File: config.mk
export PLATFORM = sky130hd
export DESIGN_NAME = axicb_pipe_arbiter_flat
export DESIGN_NICKNAME = d
export VERILOG_FILES = /design/src/rtl/axicb_pipe_arbiter_if.sv /design/src/rtl/axicb_pipe_arbiter.sv /design/src/flat_wrapper.sv
export SDC_FILE = /design/constraint.sdc
export NUM_CORES = 1
export LEC_CHECK = 0
export ABC_AREA = 1
export BUFFER_PORTS_ARGS = -buffer_cell sky130_fd_sc_hd__buf_2
export CAP_MARGIN = 0
export CORE_ASPECT_RATIO = 1.5
export CORE_UTILIZATION = 35
export DETAILED_ROUTE_END_ITERATION = 7
export SLEW_MARGIN = 0
export SYNTH_ARGS = -nofsm -noshare
export SYNTH_HDL_FRONTEND = slang
export SYNTH_SLANG_ARGS = --single-unit
File: constraint.sdc
create_clock -name aclk -period 7.2 [get_ports aclk]
set_input_delay 0.36 -clock aclk [delete_from_list [all_inputs] [get_ports aclk]]
set_output_delay 0.36 -clock aclk [all_outputs]
set_load 0.01 [all_outputs]
File: src/rtl/axicb_pipe_arbiter_if.sv
// Handshake bundle for the pipelined round-robin arbiter: NB_REQ requester
// channels on the input side, one registered channel on the output side.
interface axicb_pipe_arbiter_if #(
  parameter int NB_REQ     = 4,
  parameter int DATA_BUS_W = 8
);
  logic [NB_REQ-1:0]            i_valid;
  logic [NB_REQ-1:0]            i_ready;
  logic [NB_REQ*DATA_BUS_W-1:0] i_data;
  logic [NB_REQ-1:0]            i_last;
  logic                         o_valid;
  logic                         o_ready;
  logic [DATA_BUS_W-1:0]        o_data;
  logic                         o_last;
  logic [NB_REQ-1:0]            o_grant;

  // Arbiter side.
  modport slave (
    input  i_valid, i_data, i_last, o_ready,
    output i_ready, o_valid, o_data, o_last, o_grant
  );

  // Requester / downstream side.
  modport master (
    output i_valid, i_data, i_last, o_ready,
    input  i_ready, o_valid, o_data, o_last, o_grant
  );
endinterface

File: src/rtl/axicb_pipe_arbiter.sv
// Round-robin arbiter sharing one registered valid/ready channel between
// NB_REQ requesters. PKT_MODE=1 holds the grant until the beat carrying last
// is accepted; PKT_MODE=0 rotates priority after every accepted beat.

// Per-requester slice: ready generation and AND-masked payload for the
// OR-reduction mux in the top.
module axicb_pipe_arbiter_lane #(
  parameter int DATA_BUS_W = 8
) (
  input  logic                  hit,
  input  logic                  en,
  input  logic                  valid,
  input  logic [DATA_BUS_W-1:0] data,
  input  logic                  last,
  output logic                  ready,
  output logic                  take,
  output logic [DATA_BUS_W-1:0] data_m,
  output logic                  last_m
);
  assign ready  = hit & en;
  assign take   = ready & valid;
  assign data_m = hit ? data : '0;
  assign last_m = hit & last;
endmodule

module axicb_pipe_arbiter #(
  parameter int NB_REQ     = 4,
  parameter int DATA_BUS_W = 8,
  parameter int PKT_MODE   = 1
) (
  input logic                 aclk,
  input logic                 aresetn,
  input logic                 srst,
  axicb_pipe_arbiter_if.slave bus
);
  localparam int PW = (NB_REQ > 1) ? $clog2(NB_REQ) : 1;

  typedef enum logic {IDLE, LOCKED} state_t;

  state_t                              state;
  logic [PW-1:0]                       ptr;
  logic [PW-1:0]                       owner;
  logic [PW-1:0]                       sel;
  logic [PW:0]                         idx;
  logic                                sel_en;
  logic                                full;
  logic                                acc_en;
  logic                                accept;
  logic [PW-1:0]                       nxt_ptr;
  logic [NB_REQ-1:0]                   rdy;
  logic [NB_REQ-1:0]                   take;
  logic [NB_REQ-1:0][DATA_BUS_W-1:0]   dmask;
  logic [NB_REQ-1:0]                   lmask;
  logic [DATA_BUS_W-1:0]               sel_data;
  logic                                sel_last;

  logic                                ov_q;
  logic [DATA_BUS_W-1:0]               od_q;
  logic                                ol_q;
  logic [NB_REQ-1:0]                   og_q;

  // Output register cannot take a beat while it holds one that is stalled.
  assign full   = ov_q & ~bus.o_ready;
  // Nothing is accepted while either reset is active, so no beat slips in
  // and gets silently dropped by the reset edge.
  assign acc_en = ~full & aresetn & ~srst;

  // Winner select: LOCKED forces the owner; IDLE scans ptr, ptr+1, ... with
  // wrap. Scanning offsets high-to-low lets the lowest offset win.
  always_comb begin
    sel    = owner;
    sel_en = 1'b0;
    idx    = '0;
    if (state == LOCKED) begin
      sel    = owner;
      sel_en = 1'b1;
    end else begin
      for (int i = NB_REQ-1; i >= 0; i--) begin
        idx = {1'b0, ptr} + (PW+1)'(i);
        if (idx >= (PW+1)'(NB_REQ)) idx = idx - (PW+1)'(NB_REQ);
        if (bus.i_valid[idx[PW-1:0]]) begin
          sel    = idx[PW-1:0];
          sel_en = 1'b1;
        end
      end
    end
  end

  genvar k;
  generate
    for (k = 0; k < NB_REQ; k++) begin : g_lane
      axicb_pipe_arbiter_lane #(.DATA_BUS_W(DATA_BUS_W)) u_lane (
        .hit    (sel_en && (sel == PW'(k))),
        .en     (acc_en),
        .valid  (bus.i_valid[k]),
        .data   (bus.i_data[k*DATA_BUS_W +: DATA_BUS_W]),
        .last   (bus.i_last[k]),
        .ready  (rdy[k]),
        .take   (take[k]),
        .data_m (dmask[k]),
        .last_m (lmask[k])
      );
    end
  endgenerate

  assign bus.i_ready = rdy;
  assign accept      = |take;

  // Selected payload: masked lanes OR-reduced (only one lane is non-zero).
  always_comb begin
    sel_data = '0;
    sel_last = 1'b0;
    for (int i = 0; i < NB_REQ; i++) begin
      sel_data = sel_data | dmask[i];
      sel_last = sel_last | lmask[i];
    end
  end

  // Priority moves just past the requester that finished; sel equals owner
  // when LOCKED so one expression covers both states.
  assign nxt_ptr = (sel == PW'(NB_REQ-1)) ? '0 : sel + 1'b1;

  // Output stage plus grant FSM; both resets clear everything incl. the
  // in-flight beat.
  always_ff @(posedge aclk or negedge aresetn) begin
    if (!aresetn) begin
      ov_q  <= 1'b0;
      od_q  <= '0;
      ol_q  <= 1'b0;
      og_q  <= '0;
      ptr   <= '0;
      owner <= '0;
      state <= IDLE;
    end else if (srst) begin
      ov_q  <= 1'b0;
      od_q  <= '0;
      ol_q  <= 1'b0;
      og_q  <= '0;
      ptr   <= '0;
      owner <= '0;
      state <= IDLE;
    end else begin
      if (!full) begin
        ov_q <= accept;
        og_q <= take;
        if (accept) begin
          od_q <= sel_data;
          ol_q <= sel_last;
        end
      end
      case (state)
        IDLE: begin
          if (accept) begin
            if ((PKT_MODE != 0) && !sel_last) begin
              owner <= sel;
              state <= LOCKED;
            end else begin
              ptr <= nxt_ptr;
            end
          end
        end
        LOCKED: begin
          if (accept && sel_last) begin
            ptr   <= nxt_ptr;
            state <= IDLE;
          end
        end
        default: state <= IDLE;
      endcase
    end
  end

  assign bus.o_valid = ov_q;
  assign bus.o_data  = od_q;
  assign bus.o_last  = ol_q;
  assign bus.o_grant = og_q;
endmodule

File: src/flat_wrapper.sv
// flat-port wrapper written by rule: the top's interface ports become plain ports
module axicb_pipe_arbiter_flat 
#(
  parameter int NB_REQ     = 4,
  parameter int DATA_BUS_W = 8,
  parameter int PKT_MODE   = 1
)
  (aclk, aresetn, srst, bus_i_valid, bus_i_data, bus_i_last, bus_o_ready, bus_i_ready, bus_o_valid, bus_o_data, bus_o_last, bus_o_grant);
  axicb_pipe_arbiter_if #(.NB_REQ(NB_REQ), .DATA_BUS_W(DATA_BUS_W)) bus_i ();
  input logic aclk;
  input logic aresetn;
  input logic srst;
  input wire logic [$bits(bus_i.i_valid)-1:0] bus_i_valid;
  input wire logic [$bits(bus_i.i_data)-1:0] bus_i_data;
  input wire logic [$bits(bus_i.i_last)-1:0] bus_i_last;
  input wire logic [$bits(bus_i.o_ready)-1:0] bus_o_ready;
  output wire logic [$bits(bus_i.i_ready)-1:0] bus_i_ready;
  output wire logic [$bits(bus_i.o_valid)-1:0] bus_o_valid;
  output wire logic [$bits(bus_i.o_data)-1:0] bus_o_data;
  output wire logic [$bits(bus_i.o_last)-1:0] bus_o_last;
  output wire logic [$bits(bus_i.o_grant)-1:0] bus_o_grant;
  assign bus_i.i_valid = bus_i_valid;
  assign bus_i.i_data = bus_i_data;
  assign bus_i.i_last = bus_i_last;
  assign bus_i.o_ready = bus_o_ready;
  assign bus_i_ready = bus_i.i_ready;
  assign bus_o_valid = bus_i.o_valid;
  assign bus_o_data = bus_i.o_data;
  assign bus_o_last = bus_i.o_last;
  assign bus_o_grant = bus_i.o_grant;
  axicb_pipe_arbiter #(.NB_REQ(NB_REQ), .DATA_BUS_W(DATA_BUS_W), .PKT_MODE(PKT_MODE)) u_core (.aclk(aclk), .aresetn(aresetn), .srst(srst), .bus(bus_i));
endmodule
==> impl_results.md, run 1 <==
* Netlist area before placement at 0.00146 mm^2
* Synth cell types at 23
* Nets@finish at 327
* Largest area contributor in the netlist: dfrtp_1
* Chip Height at ~81 um
* Register area at 475 um^2
* Part of the cycle the worst path needs at 41.2%
* Port Buffers at 61
* Worst vdd ir at 0.000189 V
* Most frequent cells after synthesis: nand2_1, nand3_1, dfrtp_1, inv_1, nand4_1
* Share of cells above drive strength 1 at 30.6%
* Drt pass-1 iters at 5
* Most frequent cell after synthesis: nand2_1
* CTS tree: yes
* Logic pwr share at 67.0%
* Filler Cells Inserted at 436
* Area Growth Syn to Fin at 23.2%
* Max-slew violation count at 0
* Sinks on Clock Net at 19
* DR vias at between 1500 and 2000
* Clk network pwr share at approximately 10%
* DRT Wirelength at a little over 4000 um
* Syn Nets at 270
* Top_reg_cell synth: dfrtp_1
* Sequential area share after synthesis at about 33%
* Die width at 54.7 um
* Final ANT Viol Nets at 0
* Hold WC Path Type: in2async
* # diodes at 0
* Number of max-cap violations at 0
* Final worst path period need at 2.97 ns
* CP max-delay cell: dfrtp_1
* Seq pwr share at ~23%
* Final setup skew at 0.00556 ns
* Longest Clk Path Bufs at 2
* Worst Path Arrival at 3.11 ns
* Clock buffer count from CTS at 3
* Final HPWL DP at 3320 um
* P_int at 329 uW
* FMAX at 0.337 GHz
* Vias in the first global route at approximately 1500
* Slowest cell delay on critical path at 0.55 ns
* Pwr dens at 399 mW/mm^2
* Worst setup SP type: flop
* Largest net degree at the start of global routing at 21
* Kind of critical path: reg2reg
* FP Rows at 28
* Grt total ovfl at 0
* Total track usage at 20.4%
* CP max FO at 16
* First DRT Iteration DRCs at 32
* Post-CTS Resized at 0
* RePlAce Congestion at 0.774
* Post-Synthesis Cells at 225
* Cts hold-fix bufs at 0
* Clk_lat worst skew at 0.25 ns
* Setup tns final at 0 ns
* Dpl cells at ~320
* Sw power at ~390 uW
* Core area at 0.00396 mm^2
* # setup viols final at 0
* Effective utilization at floorplan at 36.8%
* Finished Core Util at a little under half
* Synth async-reset ratio at 100%
* Worst Tran Pin Value at slightly above 0.5 ns
* Unrepaired setup endpoints after global routing: false
* Mean Syn Cell Area at between 6 and 7 um^2
* Final hold violations at 0
* CP required at 7.35 ns
* First-pass GRT wire length at 6650 um
* Initial antenna violation count at 0
* Reg-to-reg slack, setup at 4.23 ns
* Worst path most repeated cell: nand2_1
* Area occupied by multi-input gates at slightly above 800 um^2
* Clock root buffer: clkbuf_8
* CP Capture Type: flop
* Vias per cell at 5.05
* LEAKAGE at 1.08 nW
* Drt wl/cell at 12.5 um
* Seq cells post-synth at 19
* Yosys top cell area share at 32.6%
* Post-synth EDFFs at 0
* # Post-CTS Setup Buffers at 0
* Ordered list of cells on the worst path: nand2_1, nand3_1, nand2_1, inv_1, nand3_1, nand2_1, nand2_1, nand2_1, nand2_2, nand2_2, ha_1, inv_1, nor2_2, inv_2, nor2_1, nand2_1, nand2_1, inv_2, nand3_4, nand2_1, nand3_1, nand2_1
* Worst hold slack at 0.0411 ns
* Residual DRC at 0
* Slew HR at approximately 66%
* Status: completed
* Top post-synthesis cells by area: dfrtp_1, nand2_1, nand3_1
* Num ports at 62
* Die area at 0.00443 mm^2
* Fin cells at 326
* CTS H-tree lvls at 1
* Clock Pin Slew Worst Setup and Hold Paths at 0.07 ns
* Synthesis Warnings at 0
* Switching part of the total at 54.0%
layer usage:
metal	GRT usage, %	share of wire [%]	vias up
met2	36.6	53	63
met1	23.6	39	731
met3	2.62	4.4	12
li1	-	-	839
met5	0	0	-
met4	6.67	3.0	0
sequential cells by signal, indices dropped and copies added (netlist names):
signal	flops
u_core.bus.o_grant	4
u_core.bus.o_valid	1
u_core.owner	2
u_core.bus.o_data	8
u_core.ptr	2
u_core.bus.o_last	1
u_core.state	1
worst paths after layout:
kind	from	endpoint	cells after the start
max	u_core.ptr[0]	u_core.ptr[0]	22
min in group aclk	srst	u_core.bus.o_valid	2
min reg2reg	u_core.bus.o_grant[0]	u_core.bus.o_grant[0]	2
max in group asynchronous	aresetn	u_core.bus.o_data[4]	1
min	aresetn	u_core.bus.o_grant[2]	1
max reg2reg	u_core.ptr[0]	u_core.ptr[0]	22
cells in the final DEF, fill, tap and decap left out, types with 2 or more instances in the layout:
master,n
nand2_1,89
buf_2,61
nand3_1,40
dfrtp_1,19
inv_1,18
nand4_1,11
nor2_1,10
nand2_2,8
inv_2,5
nor2_2,4
clkbuf_8,3
a21oi_1,2
nand3_2,2
area by class of cell:
cell class / instances / share of cell area (%)
clock buffers: 4 / 2.51
inverters: 24 / 5.30
multi-input cells: 173 / 45.5
flip-flops and latches: 19 / 26.5
well taps: 45 / 3.14
repair buffers: 61 / 17.0
cells by family after synthesis:
group	share of synthesized area, %
DFF	32.6
AOI/OAI and AO/OA	2.58
buffers and inverters	11.3
and+or+nand+nor	52.7
adders and majority gates	0.859
critical path: cells and delay by family, from the launching register on:
| kind | cells | cell delay (ns) |
|---|---|---|
| AND/OR/NAND/NOR | 17 | 1.90 |
| flip-flops | 1 | 0.55 |
| buffers and inverters | 4 | 0.23 |
| adder cells (fa/ha/maj) | 1 | 0.16 |
per-stage QoR:
stage	instance area (um^2)	setup slack (ns)	power (mW)
final	1790	4.23	0.715
after global routing	1790	3.91	0.791
after CTS	1790	4.24	0.721
after detailed placement	1750	4.26	0.647
after global placement	1750	4.30	0.649
after floorplan	1460	4.78	0.539
power by group through the flow:
stage	registers, mW	clock network, mW	logic, mW
6_report	0.163	0.0727	0.479
5_1_grt	0.167	0.0780	0.546
2_1_floorplan	0.167	0	0.371
4_1_cts	0.163	0.0739	0.484
3_3_place_gp	0.166	0	0.483
3_5_place_dp	0.165	0	0.483
No activity file was read; power rests on OpenSTA's default activity.
==> inputs of run 2 (changes only) <==
- clock period: 7.2 -> 3.05 ns (I/O delays scaled with it)
==> impl_results.md, run 2 (synthesized netlist as in run 1, its figures left out) <==
* Clk_lat worst skew at 0.25 ns (about the same)
* Worst vdd ir at 0.000442 V (+130%)
* Vias per cell at 4.99 (-1.2%)
* Effective utilization at floorplan at 36.8% (unchanged)
* Die width at 54.7 um (unchanged)
* DRT Wirelength at 4130 um (+1.5%)
* FMAX at 0.376 GHz (+11%)
* # Post-CTS Setup Buffers at 0 (unchanged)
* CTS tree: yes
* Dpl cells at 325 (+0.93%)
* Nets@finish at 331 (+1.2%)
* Clock root buffer: clkbuf_8
* Worst setup SP type: flop
* Unrepaired setup endpoints after global routing: false
* Largest net degree at the start of global routing at 21 (unchanged)
* # diodes at 0 (unchanged)
* Final setup skew at 0.00107 ns (-0.00449 ns)
* Number of max-cap violations at 0 (unchanged)
* Port Buffers at 61 (unchanged)
* Slew HR at 69.6% (+4.1 points)
* Final worst path period need at 2.66 ns (-0.305 ns)
* FP Rows at 28 (unchanged)
* Area Growth Syn to Fin at 25.6%
* Area occupied by multi-input gates at 817 um^2 (unchanged)
* Met2 Use GR at 36.7% (+0.12 points)
* LEAKAGE at 1.10 nW (+1.9%)
* First-pass GRT wire length at 6710 um (+0.83%)
* Drt wl/cell at 12.5 um (+0.29%)
* Worst Path Arrival at 2.81 ns (-0.30 ns)
* CP delay by family, top: simple AND/OR/NAND/NOR gates
* Part of the cycle the worst path needs at 87.3% (+46 points)
* Residual DRC at 0 (unchanged)
* Worst Tran Pin Value at 0.455 ns (-0.0611 ns)
* Grt total ovfl at 0 (unchanged)
* Share of cells above drive strength 1 at 31.9% (+1.3 points)
* Ordered list of cells on the worst path: inv_6, nand2_1, nand3_1, nand2_1, inv_1, nand3_1, nand2_1, nand2_1, nand2_1, nand2_2, nand2_2, ha_1, inv_1, nor2_2, inv_2, nor2_1, nand2_1, nand2_1, inv_2, nand3_4, nand2_1, nand3_1, nand2_1
* Final ANT Viol Nets at 0 (unchanged)
* Flip-flop count of the largest register after layout at 8 (unchanged)
* Pwr dens at 959 mW/mm^2 (+140%)
* First DRT Iteration DRCs at 30 (-6.3%)
* CTS H-tree lvls at 1 (unchanged)
* Drt pass-1 iters at 4 (-1)
* Clock buffer count from CTS at 3 (unchanged)
* Initial antenna violation count at 0 (unchanged)
* CP Capture Type: flop
* Register area at 477 um^2 (+0.26%)
* Hold WC Path Type: in2reg
* Global Route met1 Usage at 24.5% (+0.87 points)
* Slowest cell delay on critical path at 0.49 ns (-0.06 ns)
* Commonest non-fill, non-tap cells in the layout: nand2_1, buf_2, nand3_1, inv_1, dfrtp_1
* Die area at 0.00443 mm^2 (unchanged)
* CP max-delay cell: dfrtp_2
* Filler Cells Inserted at 444 (+1.8%)
* Fin cells at 330 (+1.2%)
* Core area at 0.00396 mm^2 (unchanged)
* # setup viols final at 0 (unchanged)
* Clock Pin Slew Worst Setup and Hold Paths at 0.07 ns (about the same)
* Vias in the first global route at 1521 (+0.66%)
* Total track usage at 20.6% (+0.24 points)
* Final hold violations at 0 (unchanged)
* Max-slew violation count at 0 (unchanged)
* DR vias at 1646 (+0.061%)
* Most common cell after layout, fill and taps aside: nand2_1
* Num ports at 62 (unchanged)
* Worst path most repeated cell: nand2_1
* CP required at 3.20 ns (-4.15 ns)
* Longest Clk Path Bufs at 2 (unchanged)
* Final HPWL DP at 3350 um (+0.81%)
* GR Util met3 at 3.37% (+0.75 points)
* CP bufs+invs at 5 (+1)
* Kind of critical path: reg2reg
* Status: completed
* Sinks on Clock Net at 19 (unchanged)
* Setup tns final at 0 ns (unchanged)
* RePlAce Congestion at 0.807 (+4.2%)
* Chip Height at 81.0 um (unchanged)
* CP max FO at 16 (unchanged)
* Gr busiest metal: met2
[run 2: area by class of cell]
| cell class | instances | share of cell area, % |
|---|---|---|
| inverter | 24 | 5.20 |
| sequential | 19 | 26.1 |
| clock inverter | 1 | 0.274 |
| timing repair buffer | 65 | 18.5 |
| tap | 45 | 3.08 |
| multi-input combinational | 173 | 44.7 |
| clock buffer | 3 | 2.26 |
[run 2: layer usage]
layer,up-vias,part of all wire (%),wire (um)
met4,0,1.5,63
met5,-,0,0
met2,54,54,2240
met3,6,5.1,212
met1,744,39,1610
li1,842,-,-
[run 2: path summary, 6_finish.rpt]
check,start,end,cells after the start,slack (ns)
worst max-delay path,u_core.ptr[0],u_core.ptr[0],23,0.39
worst min-delay path,srst,u_core.bus.o_valid,2,0.13
worst max register to register,u_core.ptr[0],u_core.ptr[0],23,0.39
worst min register to register,u_core.bus.o_grant[0],u_core.bus.o_grant[0],2,0.48
max in group asynchronous,aresetn,u_core.ptr[0],2,2.36
min in group asynchronous,aresetn,u_core.bus.o_grant[0],2,0.36
[run 2: stage by stage]
step / util (%) / total power, mW / cell area, um^2 / setup slack, ns / hold WS (ns)
global placement: 44.8 / 1.58 / 1770 / 0.403 / 0.121
finish: 46.2 / 1.75 / 1830 / 0.388 / 0.128
detailed placement: 44.8 / 1.58 / 1770 / 0.329 / 0.128
CTS: 46.2 / 1.76 / 1830 / 0.314 / 0.121
floorplan: - / 1.27 / 1460 / 0.627 / -0.143
global route: 46.2 / 1.93 / 1830 / 0.0287 / 0.139
[run 2: worst register-to-register path: cells and delay by family (launching register included)]
family                   cells  cell delay [ns]
adder cells (fa/ha/maj)      1             0.16
AND/OR/NAND/NOR             17             1.59
flip-flops                   1             0.49
buffers and inverters        5             0.34
[run 2: power breakdown]
part           switching, mW  leakage [nW]  total (mW)  internal, mW
Combinational          0.787         0.816        1.19         0.404
Clock                 0.0865        0.0255       0.177        0.0907
Sequential            0.0623         0.259       0.386         0.324
[run 2: repair_timing]
action                     in CTS  in global routing
resized for setup               0                  1
hold endpoints to repair       19                  0
setup endpoints to repair       0                 12
hold buffers                    1                  0
